===== src/rtl/s298_state_ctrl.sv =====
// State register, scan path and single-shot bit-flip injector wrapped around the
// combinational s298 core. Modes: IDLE hold, RUN capture ns_in, SCAN shift.
module s298_state_ctrl #(
    parameter int NBITS = 14,
    parameter int CNT_W = 16
) (
    input  logic             CK,
    input  logic             RST,
    input  logic             run_en,
    input  logic             scan_en,
    input  logic             scan_in,
    output logic             scan_out,
    input  logic [NBITS-1:0] ns_in,
    output logic [NBITS-1:0] ps_out,
    input  logic             cnt_clr,
    input  logic             inj_arm,
    input  logic [CNT_W-1:0] inj_cycle,
    input  logic [NBITS-1:0] inj_mask,
    output logic             inj_armed,
    output logic             inj_done,
    output logic [CNT_W-1:0] cycle_cnt,
    output logic [1:0]       mode
);

    typedef enum logic [1:0] {
        IDLE = 2'b00,
        RUN  = 2'b01,
        SCAN = 2'b10
    } mode_t;

    mode_t            r_mode;
    mode_t            w_mode_nxt;
    logic [NBITS-1:0] r_ps;
    logic [CNT_W-1:0] r_cnt;
    logic             r_armed;
    logic [CNT_W-1:0] r_tgt_cycle;
    logic [NBITS-1:0] r_tgt_mask;
    logic             r_done;
    logic             w_fire;
    logic [NBITS-1:0] w_flip;

    always_ff @(posedge CK or posedge RST) begin
        if (RST) r_mode <= IDLE;
        else     r_mode <= w_mode_nxt;
    end

    always_comb begin
        w_mode_nxt = IDLE;
        if (scan_en)     w_mode_nxt = SCAN;
        else if (run_en) w_mode_nxt = RUN;
    end

    // Compare against the pre-increment count so a target of N fires on the N->N+1 capture.
    assign w_fire = (r_mode == RUN) && r_armed && (r_cnt == r_tgt_cycle);
    assign w_flip = w_fire ? r_tgt_mask : '0;

    always_ff @(posedge CK or posedge RST) begin
        if (RST) begin
            r_ps <= '0;
        end else begin
            case (r_mode)
                RUN:     r_ps <= ns_in ^ w_flip;
                SCAN:    r_ps <= {r_ps[NBITS-2:0], scan_in};
                default: r_ps <= r_ps;
            endcase
        end
    end

    always_ff @(posedge CK or posedge RST) begin
        if (RST)                r_cnt <= '0;
        else if (cnt_clr)       r_cnt <= '0;
        else if (r_mode == RUN) r_cnt <= r_cnt + 1'b1;
    end

    // A new arm on the firing edge wins the armed flag; the old target still fires this edge.
    always_ff @(posedge CK or posedge RST) begin
        if (RST) begin
            r_armed     <= 1'b0;
            r_tgt_cycle <= '0;
            r_tgt_mask  <= '0;
            r_done      <= 1'b0;
        end else begin
            r_done <= w_fire;
            if (inj_arm) begin
                r_armed     <= 1'b1;
                r_tgt_cycle <= inj_cycle;
                r_tgt_mask  <= inj_mask;
            end else if (w_fire) begin
                r_armed <= 1'b0;
            end
        end
    end

    assign ps_out    = r_ps;
    assign scan_out  = r_ps[NBITS-1];
    assign cycle_cnt = r_cnt;
    assign mode      = r_mode;
    assign inj_armed = r_armed;
    assign inj_done  = r_done;

endmodule


===== config.mk =====
export PLATFORM = sky130hd
export DESIGN_NAME = s298_state_ctrl
export DESIGN_NICKNAME = d
export VERILOG_FILES = /design/src/rtl/s298_state_ctrl.sv
export SDC_FILE = /design/constraint.sdc
export NUM_CORES = 1
export LEC_CHECK = 0
export BUFFER_PORTS_ARGS = -buffer_cell sky130_fd_sc_hd__buf_4
export CORE_ASPECT_RATIO = 1.2
export CORE_UTILIZATION = 40
export DETAILED_ROUTE_END_ITERATION = 6
export GPL_ROUTABILITY_DRIVEN = 0
export PLACE_DENSITY = 0.7
export SKIP_LAST_GASP = 1
export SYNTH_ARGS = -nofsm -noshare
export SYNTH_HDL_FRONTEND = slang
export SYNTH_SLANG_ARGS = --single-unit

===== constraint.sdc =====
create_clock -name CK -period 2.5 [get_ports CK]
set_clock_uncertainty 0.15 [all_clocks]
set_input_delay 0.5 -clock CK [delete_from_list [all_inputs] [get_ports CK]]
set_output_delay 0.5 -clock CK [all_outputs]
set_load 0.05 [all_outputs]

==> flow_summary.ini <==
[final_layout]
drive_above_1_share = 0.3135
antenna_cells = 0
area_growth_pct = 28.97
stdcell_count = 567
fin_nets = 502

[placed_design]
hpwlAfterDp_um = 5644
port_buffers = 85
place_inst = 551

[critical_path]
crit_path_start = cycle_cnt[15]
rrSetupSlack_ns = 0.22
cp_max_fo = 14
rr_startpoint = cycle_cnt[15]
required_ns = 2.57
cp-start-kind = register
arrival_ns = 2.36
end_kind = register
critPathKind = reg2reg

[synth]
syn-cell-area_um2 = 3472
yosysUniqueCellTypes = 29
synth_warnings = 0
synth_most_common_cell = dfrtp_1
synth_area_leaders = dfrtp_1 (46%), mux2_2 (9.7%), nor3_1 (6.5%)
ys_seq_elements = 64
yosysTopAreaCell = dfrtp_1
synth_ff_type = dfrtp_1
synth_common_cells = dfrtp_1 (64), nor3_1 (45), nor2_1 (32), a21oi_1 (31), mux2_2 (30)
synth_edf_count = 0
synth_area_per_cell_um2 = 9.539
synthArstFlopShare = 1.000
syn_inst = 364
syn-num-nets = 418
ys_seq_area_frac = 0.4613
synth.top_cell.area_share = 0.4613

[floorplanning]
fp.dieH_um = 104.1
core-area_um2 = 8288
io_pins = 86
initial_core_util = 0.4189
rows = 36
fp.dieArea_um2 = 9058
die_x_um = 87.05

[power_and_ir_drop]
p_per_area_nw_per_um2 = 631.6
power_mw = 2.828
peakVddDrop_mv = 0.2388
p_leak_nw = 2.040

[detailed_routing]
drt-pass1-iter-count = 5
wl_per_cell_um = 14.28
drc_errors = 0
ant_nets = 0
drtIter0Drc = 83
routed_via_density = 5.254
vias = 2979
wl_um = 8094

[run]
max_cap_violations = 0

[clocking]
post_cts_resized = 0
path_clk_slew_ns = 0.08
clk_latency_ns = 0.35
cts_made_buffers = 9
postCtsSetupBuffers = 0
cts_tree = yes
postCtsHoldBufs = 0
cts_sinks = 64
htree_levels = 3
ctsRootBufferMaster = clkbuf_8
cts_buffer_depth = 2

[grt]
antenna_found_initial = 0
track_usage = 0.1903
grt_pass1_vias = 2931
grt_pass1_wl_um = 13380
grt_max_degree = 65
globalRouteOverflowTotal = 0

[timing]
final.period_utilization = 0.9132
worst_slew_pin_slew_ns = 0.5864
slew_violations = 0
max_slew_margin = 0.6091
rsz0062_at_grt = false
setup_violations = 0
finalCriticalPeriod_ns = 2.283
max_freq_mhz = 438.0
setup_tns_ns = 0
final_hold_viol_count = 0

[run_status]
status = finished, final reports clean

[worst_hold_path]
hold_path.class = in2async
[final timing paths]
check / depth (start not counted) / to
max: 5 / ps_out[12]
min: 3 / r_tgt_mask[5]
max reg2reg: 5 / ps_out[12]
min reg2reg: 1 / r_tgt_cycle[9]
max in group asynchronous: 3 / r_tgt_cycle[3]
min in group CK: 1 / mode[1]
[kinds of logic (layout without fill, tap and decap cells)]
family          Yosys count  count (layout)  share of synthesized area
fa+ha+maj                 3               3                    0.01081
mux                      31              31                     0.1002
simple gates            137             137                     0.1942
buf+inv                  38             127                    0.04613
xor+xnor                 28              28                    0.07063
flops                    64              64                     0.4613
compound gates           63              63                     0.1168
[registers in the layout, summed over array words and instances (netlist names)]
signal / cells
mode: 2
cycle_cnt: 16
r_tgt_mask: 14
inj_done: 1
r_tgt_cycle: 16
ps_out: 14
inj_armed: 1
[cell type report]
cell class / count / area, um2
Clock buffer: 12 / 165.2
Clock inverter: 4 / 75.07
Fill cell: 788 / 3810
Inverter: 18 / 67.56
Multi-Input combinational cell: 262 / 1715
Sequential cell: 64 / 1602
Tap cell: 114 / 142.6
Timing Repair Buffer: 93 / 710.7
[routing by layer]
metal | routed length, um | track usage
met3 | 600 | 0.05873
met5 | 0 | 0
met4 | 119 | 0.07262
met1 | 3463 | 0.2308
met2 | 3911 | 0.3121
[worst max-delay path: stages, from the launching register on]
cell and delay (ns):
dfrtp_1 0.43, xnor2_1 0.23, nand4_1 0.18, or3_1 0.65, nor4_1 0.42, nor3_1 0.10
[cell usage in the layout (no fill, tap or decap), types with 3 or more instances in the layout]
master | netlist | routed
dfrtp_1 | 64 | 64
nand4_1 | 7 | 7
nand2_1 | 24 | 24
a21oi_1 | 31 | 31
mux2_2 | 30 | 30
nor4_1 | 14 | 14
nand3_1 | 3 | 3
inv_1 | 18 | 17
o21ai_0 | 3 | 3
nor3_1 | 45 | 44
ha_1 | 3 | 3
a21o_1 | 15 | 15
xor2_1 | 7 | 7
a211o_1 | 14 | 14
or3_1 | 4 | 4
clkbuf_8 | 0 | 12
nor2_1 | 32 | 32
xnor2_1 | 21 | 21
buf_4 | 2 | 92
[through the flow]
| step | area (um2) | util | worst slack, ns | hold slack (ns) |
|---|---|---|---|---|
| floorplan | 3472 | - | 0.08379 | 0.3524 |
| CTS | 4478 | 0.5403 | 0.2446 | 0.06516 |
| global placement | 4238 | 0.5113 | 0.3017 | 0.3614 |
| detailed placement | 4238 | 0.5113 | 0.2712 | 0.3721 |
| global route | 4478 | 0.5403 | 0.09205 | 0.08999 |
| finish | 4478 | 0.5403 | 0.2171 | 0.06002 |
[where the power goes]
group	switching, mW	internal [mW]	total (mW)
combinational	0.328	0.249	0.577
clock	0.422	0.643	1.06
sequential	0.0708	1.12	1.19
total	0.821	2.01	2.83
(Power assumes the default switching activity.)
